### src/rtl/dmem_port_arbiter_if.sv
// Bundle of the two requester ports and the dmem pins seen by dmem_port_arbiter.
// The slave modport is the arbiter's view; master is the requester/dmem side.
interface dmem_port_arbiter_if #(
    parameter int ADDR_W = 12,
    parameter int DATA_W = 32
);
    logic              r0_req;
    logic              r0_we;
    logic [ADDR_W-1:0] r0_addr;
    logic [DATA_W-1:0] r0_wdata;
    logic              r0_gnt;
    logic              r0_rvalid;
    logic [DATA_W-1:0] r0_rdata;

    logic              r1_req;
    logic              r1_we;
    logic [ADDR_W-1:0] r1_addr;
    logic [DATA_W-1:0] r1_wdata;
    logic              r1_gnt;
    logic              r1_rvalid;
    logic [DATA_W-1:0] r1_rdata;

    logic [ADDR_W-1:0] mem_address;
    logic [DATA_W-1:0] mem_data;
    logic              mem_wren;
    logic [DATA_W-1:0] mem_q;

    modport slave (
        input  r0_req, r0_we, r0_addr, r0_wdata,
        input  r1_req, r1_we, r1_addr, r1_wdata,
        input  mem_q,
        output r0_gnt, r0_rvalid, r0_rdata,
        output r1_gnt, r1_rvalid, r1_rdata,
        output mem_address, mem_data, mem_wren
    );

    modport master (
        output r0_req, r0_we, r0_addr, r0_wdata,
        output r1_req, r1_we, r1_addr, r1_wdata,
        output mem_q,
        input  r0_gnt, r0_rvalid, r0_rdata,
        input  r1_gnt, r1_rvalid, r1_rdata,
        input  mem_address, mem_data, mem_wren
    );
endinterface

### src/rtl/dmem_port_arbiter.sv
// Round-robin arbiter sharing one single-port synchronous dmem between the processor
// port (0) and the debug/loader port (1), routing read data back to the issuing port.
module dmem_port_arbiter #(
    parameter int ADDR_W = 12,
    parameter int DATA_W = 32,
    parameter int RD_LAT = 1
) (
    input logic                clock,
    input logic                reset,
    dmem_port_arbiter_if.slave bus
);

    generate
        if (RD_LAT < 1 || RD_LAT > 4) begin : g_badRdLat
            $error("dmem_port_arbiter: RD_LAT must be within 1..4");
        end
    endgenerate

    typedef enum logic {
        OWNER0 = 1'b0,
        OWNER1 = 1'b1
    } owner_e;

    owner_e            lastOwner_q, lastOwner_d;
    logic [ADDR_W-1:0] addr_q, addr_d;
    logic [DATA_W-1:0] data_q, data_d;
    logic [RD_LAT-1:0] rdValid_q, rdValid_d;
    logic [RD_LAT-1:0] rdOwner_q, rdOwner_d;

    logic              gnt0;
    logic              gnt1;
    logic              granted;
    logic              grantWe;
    logic [ADDR_W-1:0] grantAddr;
    logic [DATA_W-1:0] grantData;
    logic              retValid;

    // On a conflict the port that did not win last time is served; reset blocks all grants.
    always_comb begin
        gnt0        = 1'b0;
        gnt1        = 1'b0;
        lastOwner_d = lastOwner_q;
        if (!reset) begin
            if (bus.r0_req && bus.r1_req) begin
                gnt0 = (lastOwner_q == OWNER1);
                gnt1 = (lastOwner_q == OWNER0);
            end else begin
                gnt0 = bus.r0_req;
                gnt1 = bus.r1_req;
            end
        end
        if (gnt0) begin
            lastOwner_d = OWNER0;
        end else if (gnt1) begin
            lastOwner_d = OWNER1;
        end
    end

    always_comb begin
        granted   = gnt0 | gnt1;
        grantWe   = gnt1 ? bus.r1_we    : bus.r0_we;
        grantAddr = gnt1 ? bus.r1_addr  : bus.r0_addr;
        grantData = gnt1 ? bus.r1_wdata : bus.r0_wdata;
        addr_d    = granted ? grantAddr : addr_q;
        data_d    = granted ? grantData : data_q;

        // Read-ownership pipeline: stage 0 is this cycle's access, the last stage returns.
        rdValid_d    = '0;
        rdOwner_d    = '0;
        rdValid_d[0] = granted & ~grantWe;
        rdOwner_d[0] = gnt1;
        for (int i = 1; i < RD_LAT; i++) begin
            rdValid_d[i] = rdValid_q[i-1];
            rdOwner_d[i] = rdOwner_q[i-1];
        end
    end

    always_ff @(posedge clock) begin
        if (reset) begin
            lastOwner_q <= OWNER1;
            addr_q      <= '0;
            data_q      <= '0;
            rdValid_q   <= '0;
            rdOwner_q   <= '0;
        end else begin
            lastOwner_q <= lastOwner_d;
            addr_q      <= addr_d;
            data_q      <= data_d;
            rdValid_q   <= rdValid_d;
            rdOwner_q   <= rdOwner_d;
        end
    end

    assign retValid = rdValid_q[RD_LAT-1] & ~reset;

    assign bus.r0_gnt      = gnt0;
    assign bus.r1_gnt      = gnt1;
    assign bus.mem_wren    = granted & grantWe;
    assign bus.mem_address = reset ? '0 : addr_d;
    assign bus.mem_data    = reset ? '0 : data_d;
    assign bus.r0_rvalid   = retValid & ~rdOwner_q[RD_LAT-1];
    assign bus.r1_rvalid   = retValid &  rdOwner_q[RD_LAT-1];
    assign bus.r0_rdata    = bus.mem_q;
    assign bus.r1_rdata    = bus.mem_q;

    grantOneHot: assert property (@(posedge clock) !(gnt0 && gnt1));

endmodule

### src/flat_wrapper.sv
// flat-port wrapper written by rule: the top's interface ports become plain ports
module dmem_port_arbiter_flat 
#(
    parameter int ADDR_W = 12,
    parameter int DATA_W = 32,
    parameter int RD_LAT = 1
)
  (clock, reset, bus_r0_req, bus_r0_we, bus_r0_addr, bus_r0_wdata, bus_r1_req, bus_r1_we, bus_r1_addr, bus_r1_wdata, bus_mem_q, bus_r0_gnt, bus_r0_rvalid, bus_r0_rdata, bus_r1_gnt, bus_r1_rvalid, bus_r1_rdata, bus_mem_address, bus_mem_data, bus_mem_wren);
  dmem_port_arbiter_if #(.ADDR_W(ADDR_W), .DATA_W(DATA_W)) bus_i ();
  input logic clock;
  input logic reset;
  input wire logic [$bits(bus_i.r0_req)-1:0] bus_r0_req;
  input wire logic [$bits(bus_i.r0_we)-1:0] bus_r0_we;
  input wire logic [$bits(bus_i.r0_addr)-1:0] bus_r0_addr;
  input wire logic [$bits(bus_i.r0_wdata)-1:0] bus_r0_wdata;
  input wire logic [$bits(bus_i.r1_req)-1:0] bus_r1_req;
  input wire logic [$bits(bus_i.r1_we)-1:0] bus_r1_we;
  input wire logic [$bits(bus_i.r1_addr)-1:0] bus_r1_addr;
  input wire logic [$bits(bus_i.r1_wdata)-1:0] bus_r1_wdata;
  input wire logic [$bits(bus_i.mem_q)-1:0] bus_mem_q;
  output wire logic [$bits(bus_i.r0_gnt)-1:0] bus_r0_gnt;
  output wire logic [$bits(bus_i.r0_rvalid)-1:0] bus_r0_rvalid;
  output wire logic [$bits(bus_i.r0_rdata)-1:0] bus_r0_rdata;
  output wire logic [$bits(bus_i.r1_gnt)-1:0] bus_r1_gnt;
  output wire logic [$bits(bus_i.r1_rvalid)-1:0] bus_r1_rvalid;
  output wire logic [$bits(bus_i.r1_rdata)-1:0] bus_r1_rdata;
  output wire logic [$bits(bus_i.mem_address)-1:0] bus_mem_address;
  output wire logic [$bits(bus_i.mem_data)-1:0] bus_mem_data;
  output wire logic [$bits(bus_i.mem_wren)-1:0] bus_mem_wren;
  assign bus_i.r0_req = bus_r0_req;
  assign bus_i.r0_we = bus_r0_we;
  assign bus_i.r0_addr = bus_r0_addr;
  assign bus_i.r0_wdata = bus_r0_wdata;
  assign bus_i.r1_req = bus_r1_req;
  assign bus_i.r1_we = bus_r1_we;
  assign bus_i.r1_addr = bus_r1_addr;
  assign bus_i.r1_wdata = bus_r1_wdata;
  assign bus_i.mem_q = bus_mem_q;
  assign bus_r0_gnt = bus_i.r0_gnt;
  assign bus_r0_rvalid = bus_i.r0_rvalid;
  assign bus_r0_rdata = bus_i.r0_rdata;
  assign bus_r1_gnt = bus_i.r1_gnt;
  assign bus_r1_rvalid = bus_i.r1_rvalid;
  assign bus_r1_rdata = bus_i.r1_rdata;
  assign bus_mem_address = bus_i.mem_address;
  assign bus_mem_data = bus_i.mem_data;
  assign bus_mem_wren = bus_i.mem_wren;
  dmem_port_arbiter #(.ADDR_W(ADDR_W), .DATA_W(DATA_W), .RD_LAT(RD_LAT)) u_core (.clock(clock), .reset(reset), .bus(bus_i));
endmodule
### config.mk
export PLATFORM = sky130hd
export DESIGN_NAME = dmem_port_arbiter_flat
export DESIGN_NICKNAME = d
export VERILOG_FILES = /design/src/rtl/dmem_port_arbiter_if.sv /design/src/rtl/dmem_port_arbiter.sv /design/src/flat_wrapper.sv
export SDC_FILE = /design/constraint.sdc
export NUM_CORES = 1
export LEC_CHECK = 0
export CORE_ASPECT_RATIO = 0.9
export CORE_UTILIZATION = 30
export CTS_CLUSTER_DIAMETER = 80
export DETAILED_ROUTE_END_ITERATION = 10
export PLACE_DENSITY = 0.92
export SLEW_MARGIN = 0
export SYNTH_ARGS = -nofsm -noshare
export SYNTH_HDL_FRONTEND = slang
export SYNTH_SLANG_ARGS = --single-unit
export TNS_END_PERCENT = 5
### constraint.sdc
create_clock -name clock -period 2.7 [get_ports clock]
set_clock_uncertainty 0.05 [all_clocks]
set_input_delay 0.81 -clock clock [delete_from_list [all_inputs] [get_ports clock]]
set_output_delay 0.81 -clock clock [all_outputs]
set_load 0.05 [all_outputs]
==> impl_metrics.json <==
{
  "grt_max_degree": 30,
  "totalPowerFinal_mw": 2.18,
  "mostFrequentLayoutCell": "clkdlybuf4s50_1",
  "area_growth_pct": 90.9,
  "critPathMaxFanout": 8,
  "synth-seq-cells": 47,
  "arrival_ns": 2.10,
  "r2r-start": "u_core.lastOwner_q",
  "critPathCapture": "bus_mem_data[6]",
  "via_per_inst": 4.97,
  "vias": 2191,
  "htreeDepth": 2,
  "slew_headroom": 0.639,
  "ioPinCount": 239,
  "synthCells": 228,
  "regArea_um2": 941,
  "routed_wl_mm": 8.73,
  "dieArea_um2": 8280,
  "drc": 0,
  "diodes": 0,
  "mostFrequentLayoutCells": "90 x clkdlybuf4s50_1, 57 x buf_12, 47 x dfxtp_1, 44 x and2_1, 43 x a221o_1",
  "gp_congestion": 0.741,
  "final.min_clock_period_ns": 2.96,
  "drive_above_1_share": 0.328,
  "hold_class": "reg -> reg",
  "start_util": 0.312,
  "firstDrtPassIters": 4,
  "fin_ws_ns": -0.264,
  "cellPowerDensity_nw_per_um2": 480,
  "clockRootBuffer": "clkbuf_8",
  "multiInputGateArea_um2": 907,
  "drtIter0Drc": 66,
  "grt_antenna_before_repair": 0,
  "coreArea_um2": 7620,
  "rsz0062_at_grt": "yes",
  "yosys_warnings": 0,
  "finalMaxSlewViolations": 0,
  "hold_viol": 0,
  "netlist_area_um2": 2380,
  "r2r_slack_ns": 0.93,
  "cts-buffers-inserted": 5,
  "syn_nets": 354,
  "clkSinkCount": 47,
  "criticalPathCategory": "in -> out",
  "grt_pass1_vias": 2268,
  "clk_path_buf_depth": 2,
  "synth_seq_area_share": 0.396,
  "dp_hpwl_mm": 5.38,
  "required_ns": 1.84,
  "rows": 30,
  "status": "finished with violations",
  "dp_slack_ns": -1.14,
  "setup_violations": 46,
  "die_w_um": 95.8,
  "track_usage": 0.198,
  "max-vdd-ir-drop_mv": 0.220,
  "synth_area_per_cell_um2": 10.4,
  "portBuffers": 142,
  "clk_latency_ns": 0.30,
  "ant_nets": 0,
  "synth_cell_types": 21,
  "cp-startpoint": "bus_r0_req",
  "overflow": 0,
  "period_share": 1.10,
  "final_nets": 470,
  "cts_tree": "done",
  "critPathLaunchType": "input port",
  "drv_cap": 0,
  "num-fill-cells": 598,
  "fp.dieH_um": 86.4,
  "rr_endpoint": "u_core.data_q[24]",
  "violations": "negative setup slack",
  "path_clk_slew_ns": 0.09,
  "endpoint_kind": "output port",
  "p_leak_nw": 1.87,
  "fmax_ghz": 0.337,
  "hold_buffers": 0,
  "grt_pass1_wl_mm": 12.1,
  "worst_pin_slew_ns": 0.540,
  "r2r_cells": 7,
  "routedWlPerCell_um": 19.8,
  "setup_tns_ns": -10.03
}
==> power by group <==
group | internal (mW) | switching [mW] | total, mW
combinational | 0.464 | 0.386 | 0.850
clock | 0.305 | 0.258 | 0.563
sequential | 0.750 | 0.0142 | 0.764
==> per-layer routing <==
| layer | GRT usage | share of wire |
|---|---|---|
| met1 | 0.222 | 0.38 |
| met2 | 0.349 | 0.51 |
| met5 | 0 | 0 |
| met4 | 0.0814 | 0.032 |
| met3 | 0.0561 | 0.078 |
==> cell usage after synthesis <==
master    instances  area share
a211o_1           1      0.0037
a21bo_2           1      0.0042
a21oi_1           1      0.0021
a221o_1          44        0.19
and2_1           44        0.12
and2b_1           1      0.0032
and3b_1           1      0.0037
buf_2             1      0.0021
buf_4            64        0.20
buf_6             8       0.038
clkbuf_1          4      0.0063
dfxtp_1          47        0.40
inv_2             1      0.0016
nand2_1           1      0.0016
nand3_1           1      0.0021
nand3b_1          1      0.0032
nor2_1            2      0.0032
nor2_4            1      0.0047
nor3_4            2       0.014
nor3b_1           1      0.0032
o32a_1            1      0.0042
==> cell type report <==
cell class / count / area share
well taps: 96 / 0.0265
flip-flops and latches: 47 / 0.207
repair buffers: 183 / 0.538
clock buffers: 6 / 0.0182
clock inverters: 2 / 0.00855
multi-input cells: 106 / 0.200
inverters: 1 / 0.00138
==> stage by stage <==
stage	instance area (µm²)	std cells	hold slack [ns]	util
6_report	4540	441	0.558	0.595
3_5_place_dp	3990	405	0.476	0.524
4_1_cts	4360	428	0.520	0.572
2_1_floorplan	2390	228	0.425	-
3_3_place_gp	3990	405	0.441	0.524
5_1_grt	4540	441	0.568	0.595
==> state kept, by name (all words and copies together) (netlist names) <==
| register | cells |
|---|---|
| u_core.data_q | 32 |
| u_core.addr_q | 12 |
| u_core.lastOwner_q | 1 |
| u_core.rdOwner_q | 1 |
| u_core.rdValid_q | 1 |
==> how the worst min path moves through the flow <==
| stage | from | end | slack [ns] | cells after the start |
|---|---|---|---|---|
| after global routing | u_core.lastOwner_q | u_core.lastOwner_q | 0.57 | 1 |
| after detailed placement | u_core.lastOwner_q | u_core.lastOwner_q | 0.48 | 1 |
| final | u_core.lastOwner_q | u_core.lastOwner_q | 0.56 | 1 |
| after CTS | u_core.lastOwner_q | u_core.lastOwner_q | 0.52 | 1 |
| after floorplan | u_core.lastOwner_q | u_core.lastOwner_q | 0.42 | 1 |
| after global placement | u_core.lastOwner_q | u_core.lastOwner_q | 0.44 | 1 |
==> critical path: stages <==
cell and delay [ns]:
buf_12 0.11, buf_6 0.12, buf_6 0.11, inv_4 0.05, nor3_4 0.04, buf_6 0.13
buf_12 0.13, a221o_1 0.40, buf_12 0.18
==> kinds of logic after synthesis <==
group | share of synthesized area
simple gates | 0.154
compound gates | 0.200
buf+inv | 0.250
flops | 0.396
==> timing repair <==
action / 4_1_cts / 5_1_grt
gates resized for setup: 33 / 7
pin swaps: 44 / 15
buffers inserted: 10 / 11
endpoints found under the setup margin: 52 / 47
cloned: 5 / 3
No activity file was read; power rests on OpenSTA's default activity.
